==> config.mk <==
export PLATFORM = sky130hd
export DESIGN_NAME = imem_loader
export DESIGN_NICKNAME = d
export VERILOG_FILES = /design/src/rtl/imem_loader.sv
export SDC_FILE = /design/constraint.sdc
export NUM_CORES = 1
export LEC_CHECK = 0
export ABC_AREA = 1
export CAP_MARGIN = 30
export CELL_PAD_IN_SITES_DETAIL_PLACEMENT = 0
export CELL_PAD_IN_SITES_GLOBAL_PLACEMENT = 1
export CORE_ASPECT_RATIO = 1.2
export CORE_MARGIN = 2
export CORE_UTILIZATION = 40
export DETAILED_ROUTE_END_ITERATION = 10
export GPL_TIMING_DRIVEN = 0
export PLACE_DENSITY_LB_ADDON = 0.3
export SETUP_SLACK_MARGIN = 0.02
export SYNTH_ARGS = -nofsm -noshare
export SYNTH_HDL_FRONTEND = slang
export SYNTH_SLANG_ARGS = --single-unit
==> constraint.sdc <==
create_clock -name CLK -period 2.6 [get_ports CLK]
set_clock_uncertainty 0.15 [all_clocks]
set_input_delay 0.78 -clock CLK [delete_from_list [all_inputs] [get_ports CLK]]
set_output_delay 0.78 -clock CLK [all_outputs]
set_load 0.02 [all_outputs]
==> src/rtl/imem_loader.sv <==
// Boot loader: packs a little-endian byte stream into words and writes them
// to instruction memory, holding the core in reset until the image is loaded.
module imem_loader #(
  parameter int unsigned WORD_BITS   = 32,
  parameter int unsigned DATA_BITS   = 64,
  parameter int unsigned DEPTH_WORDS = 4096,
  parameter logic [DATA_BITS-1:0] BASE_ADDR = '0
) (
  input  logic                 CLK,
  input  logic                 RST_N,
  input  logic                 start,
  input  logic [7:0]           rx_data,
  input  logic                 rx_valid,
  output logic                 rx_ready,
  output logic [WORD_BITS-1:0] Inst_in,
  output logic [DATA_BITS-1:0] Addr_64,
  output logic                 IMEM_WE,
  output logic                 busy,
  output logic                 done,
  output logic                 err,
  output logic                 cpu_hold,
  output logic [12:0]          words_written
);

  typedef enum logic [2:0] {
    S_IDLE,
    S_LEN,
    S_DATA,
    S_WRITE,
    S_DONE,
    S_ERR
  } state_t;

  localparam logic [31:0] DEPTH_L = 32'(DEPTH_WORDS);

  state_t                 state_q, state_d;
  logic [1:0]             byte_cnt_q, byte_cnt_d;
  logic [31:0]            len_q, len_d;
  logic [23:0]            buf_q, buf_d;
  logic [WORD_BITS-1:0]   inst_q, inst_d;
  logic [DATA_BITS-1:0]   addr_q, addr_d;
  logic [12:0]            words_q, words_d;

  logic        fire;
  logic        last_byte;
  logic        can_start;
  logic [31:0] len_full;
  logic [12:0] words_inc;

  assign rx_ready  = (state_q == S_LEN) || (state_q == S_DATA);
  assign fire      = rx_valid && rx_ready;
  assign last_byte = (byte_cnt_q == 2'd3);
  assign len_full  = {rx_data, len_q[23:0]};
  assign words_inc = words_q + 13'd1;
  assign can_start = (state_q == S_IDLE) || (state_q == S_DONE) ||
                     (state_q == S_ERR);

  always_comb begin
    state_d    = state_q;
    byte_cnt_d = byte_cnt_q;
    len_d      = len_q;
    buf_d      = buf_q;
    inst_d     = inst_q;
    addr_d     = addr_q;
    words_d    = words_q;

    if (can_start && start) begin
      state_d    = S_LEN;
      byte_cnt_d = 2'd0;
      len_d      = '0;
      words_d    = '0;
    end else begin
      unique case (state_q)
        S_LEN: begin
          if (fire) begin
            len_d[{byte_cnt_q, 3'b000} +: 8] = rx_data;
            byte_cnt_d = byte_cnt_q + 2'd1;
            if (last_byte) begin
              if (len_full == 32'd0) begin
                state_d = S_DONE;
              end else if (len_full > DEPTH_L) begin
                state_d = S_ERR;
              end else begin
                state_d = S_DATA;
              end
            end
          end
        end
        S_DATA: begin
          if (fire) begin
            byte_cnt_d = byte_cnt_q + 2'd1;
            if (last_byte) begin
              inst_d  = WORD_BITS'({rx_data, buf_q});
              addr_d  = BASE_ADDR + DATA_BITS'({words_q, 2'b00});
              state_d = S_WRITE;
            end else begin
              buf_d[{byte_cnt_q, 3'b000} +: 8] = rx_data;
            end
          end
        end
        S_WRITE: begin
          words_d = words_inc;
          if ({19'd0, words_inc} == len_q) begin
            state_d = S_DONE;
          end else begin
            state_d = S_DATA;
          end
        end
        default: begin
        end
      endcase
    end
  end

  always_ff @(posedge CLK or negedge RST_N) begin
    if (!RST_N) begin
      state_q    <= S_IDLE;
      byte_cnt_q <= '0;
      len_q      <= '0;
      buf_q      <= '0;
      inst_q     <= '0;
      addr_q     <= '0;
      words_q    <= '0;
    end else begin
      state_q    <= state_d;
      byte_cnt_q <= byte_cnt_d;
      len_q      <= len_d;
      buf_q      <= buf_d;
      inst_q     <= inst_d;
      addr_q     <= addr_d;
      words_q    <= words_d;
    end
  end

  assign Inst_in       = inst_q;
  assign Addr_64       = addr_q;
  assign IMEM_WE       = (state_q == S_WRITE);
  assign busy          = (state_q == S_LEN) || (state_q == S_DATA) ||
                         (state_q == S_WRITE);
  assign done          = (state_q == S_DONE);
  assign err           = (state_q == S_ERR);
  assign cpu_hold      = (state_q != S_DONE);
  assign words_written = words_q;

endmodule

# Yosys cells after proc, flatten, opt, wreduce, memory -nomap -nowiden
# Cells that the tools add are included.
dict set report classes {
  n_addsub 3
  order_cmp 1
  eq_ne 12
  shifts 4
  muxes 19
  n_bitwise 2
  n_reduce_logical 19
}
# cell n
set op_table {}
lappend op_table {{32-bit 2-to-1 mux} 3}
lappend op_table {{32-bit bitwise mux} 1}
lappend op_table {{13-bit by 32-bit == test with 1-bit output} 1}
lappend op_table {{32-bit by 13-bit > comparator with 1-bit output, second input constant} 1}
lappend op_table {{32-bit logical NOT} 1}
lappend op_table {{8-bit by 7-bit variable shift with 32-bit output, first input constant} 1}
lappend op_table {{8-bit by 7-bit variable part select with 32-bit output} 1}
lappend op_table {{13-bit 2-to-1 mux} 2}
lappend op_table {{24-bit bitwise mux} 1}
lappend op_table {{3-bit 2-to-1 mux} 8}
lappend op_table {{8-bit by 7-bit variable shift with 24-bit output, first input constant} 1}
lappend op_table {{8-bit by 7-bit variable part select with 24-bit output} 1}
lappend op_table {{13-bit by 1-bit adder with 13-bit output, second input constant} 1}
lappend op_table {{3-bit by 2-bit inequality test with 1-bit output, second input constant} 4}
lappend op_table {{3-bit case mux with 3 select lines} 1}
lappend op_table {{4-bit AND reduction} 2}
lappend op_table {{2-bit nonzero test} 4}
lappend op_table {{5-bit negator with 7-bit output} 1}
lappend op_table {{3-bit by 2-bit == test with 1-bit output, second input constant} 2}
lappend op_table {{3-bit == test, second input constant} 2}
lappend op_table {{2-bit 2-to-1 mux} 3}
lappend op_table {{5-bit AND reduction} 1}
lappend op_table {{1-bit logical OR} 4}
lappend op_table {{2-bit AND reduction} 2}
lappend op_table {{other kinds (9)} 11}
dict set report totals {
  regBits 119
  inputBits 12
  out_inout_bits 115
  word_cells 67
}

# Depth between registers and ports, before layout
# Gate-level depths: netlist of run 1.
dict set report depth {
  ltp_word 7
  depth_mapped 15
  depth_no_buf 15
}

# Least setup slack after synthesis of run 1
# Ideal clock, no wire load.
dict set report synth_path {
  path_kind {input port to flip-flop}
  start {input rx_valid}
  end {register len_q[17]}
  setup_time_ns 0.121
  arrival_time_ns 1.670
  required_time_ns 2.329
  path_slack_ns 0.659
  path_stages 8
  path_buffers 0
  path_cell_list {inv_1 -> nor2_1 -> inv_2 -> nor2_2 -> inv_2 -> nand2_1 -> inv_2 -> a22o_1}
}
dict set report synth_via {
  elab_chain_len 3
}
# item line
set synth_lines {}
lappend synth_lines {{start, declared} 13} ;# input logic rx_valid,
lappend synth_lines {{1-bit logical AND} 51} ;# assign fire = rx_valid && rx_ready;
lappend synth_lines {{2-bit nonzero test (no line)} n/a}
lappend synth_lines {{2-bit AND reduction (no line)} n/a}
lappend synth_lines {{end signal, assigned} 127} ;# len_q <= len_d;
lappend synth_lines {{end, declared} 38} ;# logic [31:0] len_q, len_d;
# Every way passes these cells.
# A chain may end at the register's enable or synchronous reset.

# Worst setup path in the final report of run 1
dict set report layout_path {
  start {register state_q[2]}
  end {output rx_ready}
}
dict set report layout_via {
  elab_chain_len 2
  elab_cells_between_ends 3
  classes_between {eq/ne (2); reduce/logical (1)}
}
# item line
set layout_lines {}
lappend layout_lines {{start, declared} 36} ;# state_t state_q, state_d;
lappend layout_lines {{start signal, assigned} 125} ;# state_q <= state_d;
lappend layout_lines {{3-bit by 1-bit == test with 1-bit output / 3-bit by 2-bit == test with 1-bit output (equally long branches)} 50} ;# assign rx_ready = (state_q == S_LEN) || (state_q == S_DATA);
lappend layout_lines {{1-bit logical OR *} 50}
lappend layout_lines {{end, declared} 14} ;# output logic rx_ready,
# Every way passes the cells marked *; elsewhere a longest branch is shown, timed or not.

==> results of run 1 <==
final timing paths:
check	start	to	slack [ns]	depth (start not counted)
setup / recovery	state_q[2]	rx_ready	0.09	6
hold / removal	RST_N	Addr_64[14]	0.18	1
setup reg to reg	byte_cnt_q[0]	len_q[11]	0.35	7
hold reg to reg	Addr_64[6]	Addr_64[6]	0.33	2
max in group asynchronous	RST_N	Inst_in[26]	1.42	2
min in group CLK	Addr_64[6]	Addr_64[6]	0.33	2
power by group through the flow:
stage | sequential [mW] | clock (mW) | combinational, mW
2_1_floorplan | 2.04 | 0 | 0.835
3_3_place_gp | 2.06 | 0 | 1.15
3_5_place_dp | 2.06 | 0 | 1.17
4_1_cts | 2.03 | 2.33 | 1.16
5_1_grt | 2.04 | 2.41 | 1.30
6_report | 2.03 | 2.30 | 1.15
cell families after synthesis:
| group | synth area share [%] |
|---|---|
| fa+ha+maj | 1.50 |
| flops | 51.0 |
| compound gates | 11.6 |
| mux | 0.257 |
| xor+xnor | 1.07 |
| other cells | 0.0642 |
| buf+inv | 14.1 |
| simple gates | 20.4 |
worst register-to-register path, cell delays in order, from the launching register on:
cell and delay [ns]:
dfrtp_1 0.44, inv_1 0.16, ha_1 0.33, clkinv_1 0.22, clkbuf_1 0.29, nor3_1 0.39
nand2_1 0.10, o21ai_0 0.09
area by class of cell:
cell class              count  area share [%]
flip-flops and latches    119            39.2
repair buffers             76            10.2
inverters                  95            4.69
multi-input cells         469            29.3
clock buffers              23            6.28
clock inverters             8            1.28
well taps                 175            2.88
plain buffers              67            6.20
sequential cells by signal, summed over array words and instances (netlist names):
register       count
Addr_64           13
Inst_in           32
buf_q             24
byte_cnt_q         2
len_q             32
state_q            3
words_written     13
routing by layer:
metal  track usage, %  part of all wire, %  vias to the layer above
li1                 -                    -                     2452
met1             24.4                   42                     2290
met2             34.6                   52                      133
met3             4.28                  4.3                       25
met4             8.06                  1.8                        0
met5                0                    0                        -
layout by cell type (no fill, tap or decap), types with 2 or more instances in the layout:
master	count
clkinv_1	2
nor2_1	50
dlygate4sd2_1	5
inv_2	13
dfrtp_1	119
clkbuf_16	17
clkbuf_8	3
ha_1	7
bufinv_16	2
nand2_2	3
o22ai_1	18
o21ai_0	47
clkinvlp_4	3
buf_4	51
nand4_1	8
a22o_1	5
buf_6	4
xor2_1	2
inv_1	80
o21ai_1	48
nand3_1	26
buf_2	5
clkdlybuf4s50_1	68
a21oi_1	3
nor3_1	20
clkbuf_1	11
clkinv_2	3
conb_1	51
nand2_1	161
nor2_2	7
xnor3_1	2
what timing repair did:
action	CTS	global route
gates resized for setup	9	2
hold endpoints to repair	0	0
setup endpoints to repair	6	1
==> results.md, run 1 <==
Status:
- The run finished with clean final reports.

Place:
- Routability-driven placement finished with a final weighted congestion of around 0.85.
- Before CTS, the worst setup slack after placement is -0.149 ns.
- The number of placed cells counting well taps is 1001.
- The wire-length estimate of the detail-placed layout is 11100 um.
- Once placement finished, the instance area stood at 7030 um2.
- The number of port buffers is 75.

Critical path:
- The most numerous cell type found on the critical path is nand2_2.
- The kind of capture point of the worst setup path is an output port.
- The largest individual stage delay along the critical path comes from the cell dfrtp_1.
- The signal on the critical path passes through inv_2, nand2_2, inv_2, nand2_2, nand2_2, dlygate4sd2_1.
- The path type of the worst setup path is flip-flop to output port.
- At the worst endpoint, the required time is 1.67 ns.
- The family with the most delay on the worst path is buffers and inverters.
- The buffering stage count on the worst path with inverters included is 3.
- Data arrives at the worst endpoint at around 1.6 ns.
- In this run the worst path has a maximum fanout of 4.
- For this run, the slowest stage of the critical path takes 0.42 ns.
- The category of the worst setup path launch point is a flip-flop.

Final layout:
- After routing the design area is between 7000 and 8000 um2.
- For this run, the number of standard cells in the final layout without fillers is 1032.
- The share of the core filled with cells is 53.0%.
- The layout overhead on the synthesized area is 30.2%.
- Counting the fill cells in the layout gives 1358.
- The share of post-route cells with drive strength above 1 is 13.7%.
- After the last flow step, the layout net total stands at 864.
- The antenna diode instance count is 0.
- The sequential cell area is a little under 3000 um2.
- The area of the multi-input gates is between 2000 and 2500 um2.

STA:
- The transition time at the pin with the least slew margin is 0.573 ns.
- The number of failing hold endpoints at the final stage is 0.
- The hold slack is ~0.18 ns.
- Setup total negative slack on the finished layout was measured at 0 ns.
- The final setup violation count is 0.
- Setup repair after global routing could not meet its margin everywhere.
- The remaining max-slew budget at the tightest pin is 61.5%.
- The number of max-slew violations in the final report came to 0.
- After layout, the worst setup slack is 0.0866 ns.
- The share of the clock period used by the worst path after layout is between 90% and 100%.
- The maximum clock rate is 398 MHz.
- The final period demand of the worst path is roughly 2.5 ns.

Detailed routing:
- For this run, the detailed router's first-pass iteration total came to 6.
- After detailed routing, the number of remaining DRC violations is 0.
- After detailed routing, the number of vias per cell comes to 4.75.
- The average wire per cell in the routed design is 14.5 um.
- The number of nets with antenna violations after routing is 0.
- The total number of vias is between 4000 and 5000.
- Summed over all layers, the routed wires come to 15000 um.
- In this run, the number of DRC markers left after iteration 0 of detailed routing was about 240.

Clock tree:
- After clock tree synthesis, the setup repair step added 0 buffers.
- The maximum buffer depth of the clock tree is 2.
- The cell chosen for the clock root is clkbuf_16.
- TritonCTS built the clock tree.
- The number of levels the H-tree was split into is 4.
- The CTS buffer count is 17.
- The total clock sinks is 119.
- The clock latency on the worst-skew pair is between 0.4 and 0.5 ns.
- The number of hold buffers added after cts is 0.
- The clock-pin slew on the worst setup and hold paths is 0.05 ns.

Logic synthesis:
- Of all cell types, the one taking the most synthesized area is dfrtp_1.
- Synthesis inferred 119 register bits.
- Yosys printed 0 warnings.
- Sequential elements use 51.0% of the synthesized area.
- The synthesized netlist contains 35 unique library cells.
- After synthesis, the most frequently instantiated cells are nand2_1 (161), dfrtp_1 (119), inv_1 (80).
- By instance count, the leading cell after synthesis is nand2_1.
- In the synthesized netlist the dominant register cell turns out to be dfrtp_1.
- The cell area that synthesis handed to floorplanning was between 5000 and 6000 um2.
- The synthesized area divided by synthesized cell count is 8.34 um2.
- Of all flip-flops after synthesis, the portion carrying an async set or reset was 100%.
- The cell count after synthesis came out at 700.
- In the post-synthesis netlist, the biggest area contributors are dfrtp_1 (51%), nand2_1 (10%), buf_4 (6.6%).
- The count of flip-flops with a built-in enable after synthesis is 0.
- Of the post-synthesis cell area, the dominant cell type holds 51.0%.

GRT:
- The first global-routing pass estimated 23900 um of wire.
- The largest net degree at the start of global routing is 62.
- The number of antenna violations at the first check in global routing is 0.
- Summed over all layers, the global routing overflow is 0.
- The via count of the first global-routing pass is 4706.
- The global router's overall resource usage is approximately a fifth.

Floorplan:
- The initial utilization of the core area, before any placement, comes to between 40% and 50%.
- From bottom edge to top edge, the die measures 136 um.
- The floorplan step defined a die boundary enclosing 15600 um2.
- The number of primary I/O pins is ~130.
- The total number of placement rows is 48.
- The core box area is around 14000 um2.
- The die boundary width is 114 um.

Power and ir drop:
- In this run switching power makes up 31.1% of total power.
- Per report_power, the clock group accounts for around two fifths of the total.
- IR analysis of the VDD net gives a maximum drop of 362 uV.
- The internal power of the cells totals 3.78 mW.
- Per report_power, the sequential group accounts for 37.1% of the total.
- The reported leakage power is 3.69 nW.
- The total power per unit cell area is 721 nW/um2.
- The share of total power dissipated in combinational logic is 21.0%.
- The analysis attributes to net switching a power of 1.70 mW.
- The design draws 5.48 mW.

Worst hold path:
- The worst hold path class is input pin to async pin.

Job:
- The number of max-cap violations is 0.
Note: power is estimated with default switching activity, not from simulation.
==> inputs of run 2 (changes only) <==
--- a/config.mk
+++ b/config.mk
@@ -11,7 +11,7 @@
 export CELL_PAD_IN_SITES_GLOBAL_PLACEMENT = 1
 export CORE_ASPECT_RATIO = 1.2
 export CORE_MARGIN = 2
-export CORE_UTILIZATION = 40
+export CORE_UTILIZATION = 30
 export DETAILED_ROUTE_END_ITERATION = 10
 export GPL_TIMING_DRIVEN = 0
 export PLACE_DENSITY_LB_ADDON = 0.3
==> run 2 against run 1 <==
Against the previous run: via count is 2.3% lower; die area is 32% higher; clock power is 15% higher; register-to-register slack better by 0.05 ns; cell count is 7.9% higher; sequential power hardly changed; maximum frequency is 1.3% higher; total power is 6.8% higher; combinational power hardly changed; critical endpoint is now words_written[7]; critical path type unchanged; sequential share of layout area is 0.95 points lower.
==> results.md, run 2 (synthesis gave the netlist of run 1 again) <==
Status:
- Result of the run: finished clean (unchanged).

GRT:
- The overall overflow remaining after global route came to 0 (unchanged).
- The global router's overall resource usage is 15.9% (was 20.0%).
- The largest net degree at the start of global routing was 97 (was 62).
- The via count of the first global-routing pass came to 4598 (was 4706).
- The number of antenna violations at the first check in global routing was 0 (unchanged).
- The first-pass GRT wire length came to 25200 um (was 23900 um).

Final layout:
- The antenna diode instance count is 0 (unchanged).
- The share of post-route cells with drive strength above 1 is 14.3% (was 13.7%).
- The sequential cell area is 2980 um2 (about the same).
- The number of filler cells placed in the layout was 1989 (was 1358).
- The final cell area excluding filler cells is 7800 um2 (was 7600 um2).
- Commonest cells after routing, fill and taps aside: nand2_1 (161), dfrtp_1 (118), inv_1 (80) (was nand2_1 (161), dfrtp_1 (119), inv_1 (80)).
- The share of the core filled with cells came to 41.0% (was 53.0%).
- The layout overhead on the synthesized area is 33.5% (was 30.2%).
- The area of the multi-input gates came to 2240 um2 (was 2230 um2).
- The most frequent standard cell in the layout excluding fill and tap cells is nand2_1 (unchanged).
- The number of nets in the final layout is 864 (unchanged).

Place:
- The pre-CTS setup slack is -0.237 ns (was -0.149 ns).
- The post-placement cell area is 7130 um2 (was 7030 um2).
- The routability congestion estimate from global placement is 0.802 (was 0.850).
- The number of port buffers came to 75 (unchanged).
- The post-DP HPWL is 11600 um (was 11100 um).

Clock tree:
- The number of hold buffers added after cts came to 0 (unchanged).
- The clock-pin slew on the worst setup and hold paths is 0.05 ns (about the same).
- The maximum buffer depth of the clock tree is 2 (unchanged).
- The clock latency on the worst-skew pair is 0.42 ns (about the same).
- The total clock sinks is 119 (unchanged).
- The clock tree from TritonCTS is built (unchanged).
- The count of buffers added by post-CTS timing repair for setup is 0 (unchanged).
- The CTS buffer count came to 17 (unchanged).
- The number of levels the H-tree was split into came to 4 (unchanged).
- The cell chosen for the clock root is clkbuf_16 (unchanged).

Detailed routing:
- The residual DRC count came to 0 (unchanged).
- The number of nets with antenna violations after routing is 0 (unchanged).
- The count of TritonRoute iterations in the first routing pass is 5 (was 6).
- The vias per cell is 4.30 (was 4.75).
- The total number of vias is 4787 (was 4900).
- The initial detailed-routing violation count is 227 (was 239).
- The sum of routed wire length over all layers is 15700 um (was 15000 um).
- The average wire per cell in the routed design is 14.1 um (was 14.5 um).

Critical path:
- The register-to-register setup slack is 0.40 ns (was 0.35 ns).
- The path type of the worst setup path is flip-flop to output port (unchanged).
- The path depth of the worst reg2reg path is 7 (unchanged).
- The arrival time reported for the critical path endpoint is 1.55 ns (was 1.58 ns).
- The maximum fanout count along the critical path is 6 (was 4).
- The startpoint of the worst register-to-register path was byte_cnt_q[0] (unchanged).
- The category of the worst setup path launch point is a flip-flop (unchanged).
- Chain of cells forming the critical path: clkdlybuf4s50_1 (was inv_2, nand2_2, inv_2, nand2_2, nand2_2, dlygate4sd2_1).
- The kind of capture point of the worst setup path is an output port (unchanged).
- The end of the worst register-to-register path is buf_q[13] (was len_q[11]).
- The launching element of the worst setup path is words_written[7] (was state_q[2]).
- The logic depth of the worst setup path including buffers was 1 (was 6).
- The delay contributed by the slowest stage of the critical path came to 0.65 ns (was 0.42 ns).
- The buffering stage count on the worst path with inverters included is 1 (was 3).
- The family with the most delay on the worst path is buffers and inverters (unchanged).
- The cell at the slowest stage of the critical path was clkdlybuf4s50_1 (was dfrtp_1).
- The data required time of the worst path came to 1.67 ns (about the same).
- The critical path capture point was words_written[7] (was rx_ready).

STA:
- The accumulated negative setup slack is 0 ns (unchanged).
- RSZ-0062 raised after global routing: false (was true).
- The share of the clock period used by the worst path after layout came to 95.4% (was 96.7%).
- The smallest setup slack after layout was 0.119 ns (was 0.0866 ns).
- The transition time at the pin with the least slew margin was 0.616 ns (was 0.573 ns).
- The final period demand of the worst path is 2.48 ns (was 2.51 ns).
- The final setup violation count is 0 (unchanged).
- The remaining max-slew budget at the tightest pin is 59.0% (was 61.5%).
- The number of max-slew violations in the final report came to 0 (unchanged).
- The maximum clock rate came to 403 MHz (was 398 MHz).
- The number of failing hold endpoints at the final stage is 0 (unchanged).

Floorplan:
- The total number of placement rows was 55 (was 48).
- The die area was 20600 um2 (was 15600 um2).
- The vertical extent of the die was 157 um (was 136 um).
- The effective utilization at floorplan is 30.7% (was 40.7%).
- The die boundary width is 131 um (was 114 um).
- The number of primary I/O pins is 127 (unchanged).
- The core box area is 19000 um2 (was 14400 um2).

Power and ir drop:
- The overall power consumption is 5.85 mW (was 5.48 mW).
- The worst voltage drop across the vdd grid is 580 uV (was 362 uV).
- The total power per unit cell area is 751 nW/um2 (was 721 nW/um2).
- The reported leakage power was 3.75 nW (was 3.69 nW).

Job:
- The number of max-cap violations is 0 (unchanged).

Worst hold path:
- The worst hold path class is input pin to async pin (unchanged).
[run 2: cell type report]
cell class | instances | area share, %
flip-flops and latches | 119 | 38.2
multi-input cells | 469 | 28.7
repair buffers | 76 | 9.81
clock buffers | 24 | 6.44
plain buffers | 67 | 6.05
inverters | 95 | 4.57
well taps | 256 | 4.11
clock inverters | 8 | 2.12
[run 2: metrics by stage]
step / instances / hold slack, ns
finish: 1114 / 0.0612
global route: 1114 / 0.0671
CTS: 1114 / 0.0532
detailed placement: 1082 / 0.327
global placement: 1081 / 0.321
floorplan: 750 / 0.304
[run 2: worst min-delay path by stage]
stage | from | endpoint | depth (start not counted)
2_1_floorplan | len_q[22] | len_q[22] | 2
3_3_place_gp | Addr_64[5] | Addr_64[5] | 2
3_5_place_dp | Addr_64[5] | Addr_64[5] | 2
4_1_cts | RST_N | words_written[2] | 1
5_1_grt | RST_N | Addr_64[3] | 1
6_report | RST_N | Addr_64[3] | 1
[run 2: power by group]
part	switching [mW]	total [mW]	internal, mW	leakage, nW
sequential	0.0757	2.04	1.96	1.58
combinational	0.825	1.17	0.345	1.84
clock	0.824	2.65	1.82	0.330
[run 2: metal layers]
layer | vias to the layer above | track usage [%] | wire length [um]
met3 | 29 | 3.89 | 791
li1 | 2446 | - | -
met1 | 2177 | 19.7 | 6880
met4 | 0 | 6.42 | 336
met5 | - | 0 | 0
met2 | 135 | 26.6 | 7680
[run 2: timing repair]
| item | 4_1_cts | 5_1_grt |
|---|---|---|
| pin swaps | 0 | 0 |
| resized for setup | 12 | 5 |
| endpoints found under the setup margin | 6 | 3 |
==> inputs of run 3 (changes only) <==
--- a/config.mk
+++ b/config.mk
@@ -13,7 +13,9 @@
 export CORE_MARGIN = 2
 export CORE_UTILIZATION = 30
 export DETAILED_ROUTE_END_ITERATION = 10
+export DONT_BUFFER_PORTS = 1
 export GPL_TIMING_DRIVEN = 0
+export HOLD_SLACK_MARGIN = 0.06
 export PLACE_DENSITY_LB_ADDON = 0.3
 export SETUP_SLACK_MARGIN = 0.02
 export SYNTH_ARGS = -nofsm -noshare
==> run 3 against run 2 <==
Against the previous run: the run now ends with hold timing left; critical path depth is 2 higher; non-clock buffer count is 76 lower; via count is 6.1% lower; maximum frequency is 1.4% higher; critical endpoint is now done; highest routed layer unchanged.
==> results.md, run 3 (synthesis gave the netlist of run 1 again) <==
Status:
- Result of the run: complete, but fails checks (was finished clean).
- The checks that failed: hold timing.

Power and ir drop:
- The clock share of power is 42.3% (was 45.2%).
- The proportion of power drawn by flip-flops and latches is 37.6% (was 34.8%).
- The reported leakage power was 3.41 nW (was 3.75 nW).
- The net switching power was 1.68 mW (was 1.72 mW).
- The overall power consumption came to 5.41 mW (was 5.85 mW).
- The cell-internal power is 3.73 mW (was 4.13 mW).
- The switching power as a share of total power came to 31.0% (was 29.5%).
- The combinational share of power is 20.1% (was 20.0%).
- The total power per unit cell area was 781 nW/um2 (was 751 nW/um2).
- The worst voltage drop across the vdd grid is 477 uV (was 580 uV).

Floorplan:
- The number of primary I/O pins is 127 (unchanged).
- The total number of placement rows is 55 (unchanged).
- The core box area is 19000 um2 (unchanged).
- The effective utilization at floorplan is 30.7% (unchanged).
- The die boundary width is 131 um (unchanged).
- The die area is 20600 um2 (unchanged).
- The vertical extent of the die came to 157 um (unchanged).

STA:
- The hold slack is -0.0850 ns (was 0.0612 ns).
- RSZ-0062 raised after global routing: false (unchanged).
- The transition time at the pin with the least slew margin is 0.636 ns (was 0.616 ns).
- The final period demand of the worst path is 2.45 ns (was 2.48 ns).
- The remaining max-slew budget at the tightest pin came to 57.6% (was 59.0%).
- The smallest setup slack after layout is 0.154 ns (was 0.119 ns).
- The maximum clock rate came to 409 MHz (was 403 MHz).
- The final setup violation count is 0 (unchanged).
- The number of failing hold endpoints at the final stage is 119 (was 0).
- The number of max-slew violations in the final report is 0 (unchanged).
- The accumulated negative setup slack was 0 ns (unchanged).
- The share of the clock period used by the worst path after layout is 94.1% (was 95.4%).

Final layout:
- The share of post-route cells with drive strength above 1 is 14.7% (was 14.3%).
- The final non-filler cell total is 1037 (was 1114).
- Commonest cells after routing, fill and taps aside: nand2_1 (161), dfrtp_1 (119), inv_1 (80) (was nand2_1 (161), dfrtp_1 (118), inv_1 (80)).
- The antenna diode instance count is 0 (unchanged).
- The layout overhead on the synthesized area is 18.6% (was 33.5%).
- The number of nets in the final layout was 788 (was 864).
- The most frequent standard cell in the layout excluding fill and tap cells is nand2_1 (unchanged).

Detailed routing:
- The number of nets with antenna violations after routing is 0 (unchanged).
- The total number of vias is 4496 (was 4787).
- The vias per cell came to 4.34 (was 4.30).
- The initial detailed-routing violation count was 245 (was 227).
- The count of TritonRoute iterations in the first routing pass is 4 (was 5).
- The average wire per cell in the routed design was 14.8 um (was 14.1 um).
- The sum of routed wire length over all layers is 15400 um (was 15700 um).
- The residual DRC count was 0 (unchanged).

Critical path:
- The family with the most delay on the worst path is simple AND/OR/NAND/NOR gates (was buffers and inverters).
- The delay contributed by the slowest stage of the critical path was 0.43 ns (was 0.65 ns).
- The cell at the slowest stage of the critical path is dfrtp_1 (was clkdlybuf4s50_1).
- The arrival time reported for the critical path endpoint is 1.52 ns (was 1.55 ns).
- The path type of the worst setup path is flip-flop to output port (unchanged).
- The kind of capture point of the worst setup path is an output port (unchanged).
- The path depth of the worst reg2reg path is 7 (unchanged).
- The startpoint of the worst register-to-register path is byte_cnt_q[0] (unchanged).
- The data required time of the worst path came to 1.67 ns (about the same).
- The register-to-register setup slack was 0.36 ns (was 0.40 ns).
- The maximum fanout count along the critical path was 5 (was 6).
- The end of the worst register-to-register path is len_q[28] (was buf_q[13]).
- The category of the worst setup path launch point is a flip-flop (unchanged).
- Chain of cells forming the critical path: nor2_1, nand2_1, inv_1 (was clkdlybuf4s50_1).
- The buffering stage count on the worst path with inverters included was 1 (unchanged).

Job:
- The number of max-cap violations is 0 (unchanged).

GRT:
- The met1 usage in global routing is 18.4% (was 19.7%).
- The global router's overall resource usage is 15.5% (was 15.9%).
- The global-route met2 utilization is 26.9% (was 26.6%).
- The first-pass GRT wire length was 24500 um (was 25200 um).
- The largest net degree at the start of global routing is 120 (was 97).
- The via count of the first global-routing pass is 4391 (was 4598).
- The global routing met3 resource utilization came to 4.70% (was 3.89%).
- The overall overflow remaining after global route was 0 (unchanged).
- The global routing's busiest layer is met2 (unchanged).
- The number of antenna violations at the first check in global routing came to 0 (unchanged).

Clock tree:
- The number of levels the H-tree was split into is 4 (unchanged).
- The clock latency on the worst-skew pair is 0.42 ns (about the same).
- The maximum buffer depth of the clock tree is 2 (unchanged).
- The clock tree from TritonCTS is built (unchanged).
- The total clock sinks is 119 (unchanged).
- The clock-pin slew on the worst setup and hold paths was 0.05 ns (about the same).
- The cell chosen for the clock root was clkbuf_16 (unchanged).
- The CTS buffer count is 17 (unchanged).

Place:
- The number of port buffers is 0 (was 75).
- The pre-CTS setup slack came to 0.187 ns (was -0.237 ns).
- The routability congestion estimate from global placement is 0.844 (was 0.802).
- The number of placed cells counting well taps is 1006 (was 1082).
- The post-DP HPWL was 11400 um (was 11600 um).

Worst hold path:
- The worst hold path class is input pin to async pin (unchanged).
-- run 3: metrics by stage --
stage	area [um2]	util [%]	hold slack, ns
6_report	6930	36.5	-0.0850
3_3_place_gp	6350	33.4	0.335
2_1_floorplan	6030	-	0.304
3_5_place_dp	6350	33.4	0.332
4_1_cts	6920	36.4	-0.105
5_1_grt	6930	36.5	-0.112
-- run 3: layer usage --
| metal | vias up | part of all wire (%) |
|---|---|---|
| met4 | 0 | 1.2 |
| li1 | 2281 | - |
| met2 | 109 | 49 |
| met1 | 2091 | 44 |
| met5 | - | 0 |
| met3 | 15 | 5.6 |
-- run 3: timing repair --
action,4_1_cts,5_1_grt
endpoints found under the hold margin,119,119
buffers inserted,0,0
endpoints found under the setup margin,0,1
resized for setup,0,1
-- run 3: final cells by class --
| class | count | area, um2 |
|---|---|---|
| fillers | 2038 | 12100 |
| inverters | 95 | 357 |
| clock inverters | 9 | 100 |
| multi-input cells | 469 | 2230 |
| plain buffers | 67 | 465 |
| flip-flops and latches | 119 | 2980 |
| well taps | 256 | 320 |
| clock buffers | 22 | 474 |
-- run 3: power groups by stage --
stage,logic [mW],registers (mW),clock network (mW)
after detailed placement,1.08,2.07,0
after global placement,1.08,2.07,0
final,1.09,2.04,2.29
after CTS,1.09,2.04,2.35
after global routing,1.21,2.05,2.45
after floorplan,0.835,2.04,0
-- run 3: worst register-to-register path, delay by kind of cell (launching register included) --
| kind | cells | cell delay [ns] |
|---|---|---|
| and+or+nand+nor | 3 | 0.67 |
| DFF | 1 | 0.43 |
| buffers and inverters | 2 | 0.38 |
| adders and majority gates | 1 | 0.26 |
| AOI/OAI and AO/OA | 1 | 0.25 |
-- run 3: worst max-delay path by stage --
stage,cells after the start,slack (ns),from,to
after floorplan,8,0.66,rx_valid,len_q[17]
after CTS,2,0.04,state_q[2],err
final,3,0.15,state_q[1],done
after global routing,4,0.06,state_q[2],IMEM_WE
after detailed placement,6,0.19,state_q[2],len_q[28]
after global placement,6,0.15,state_q[2],len_q[24]
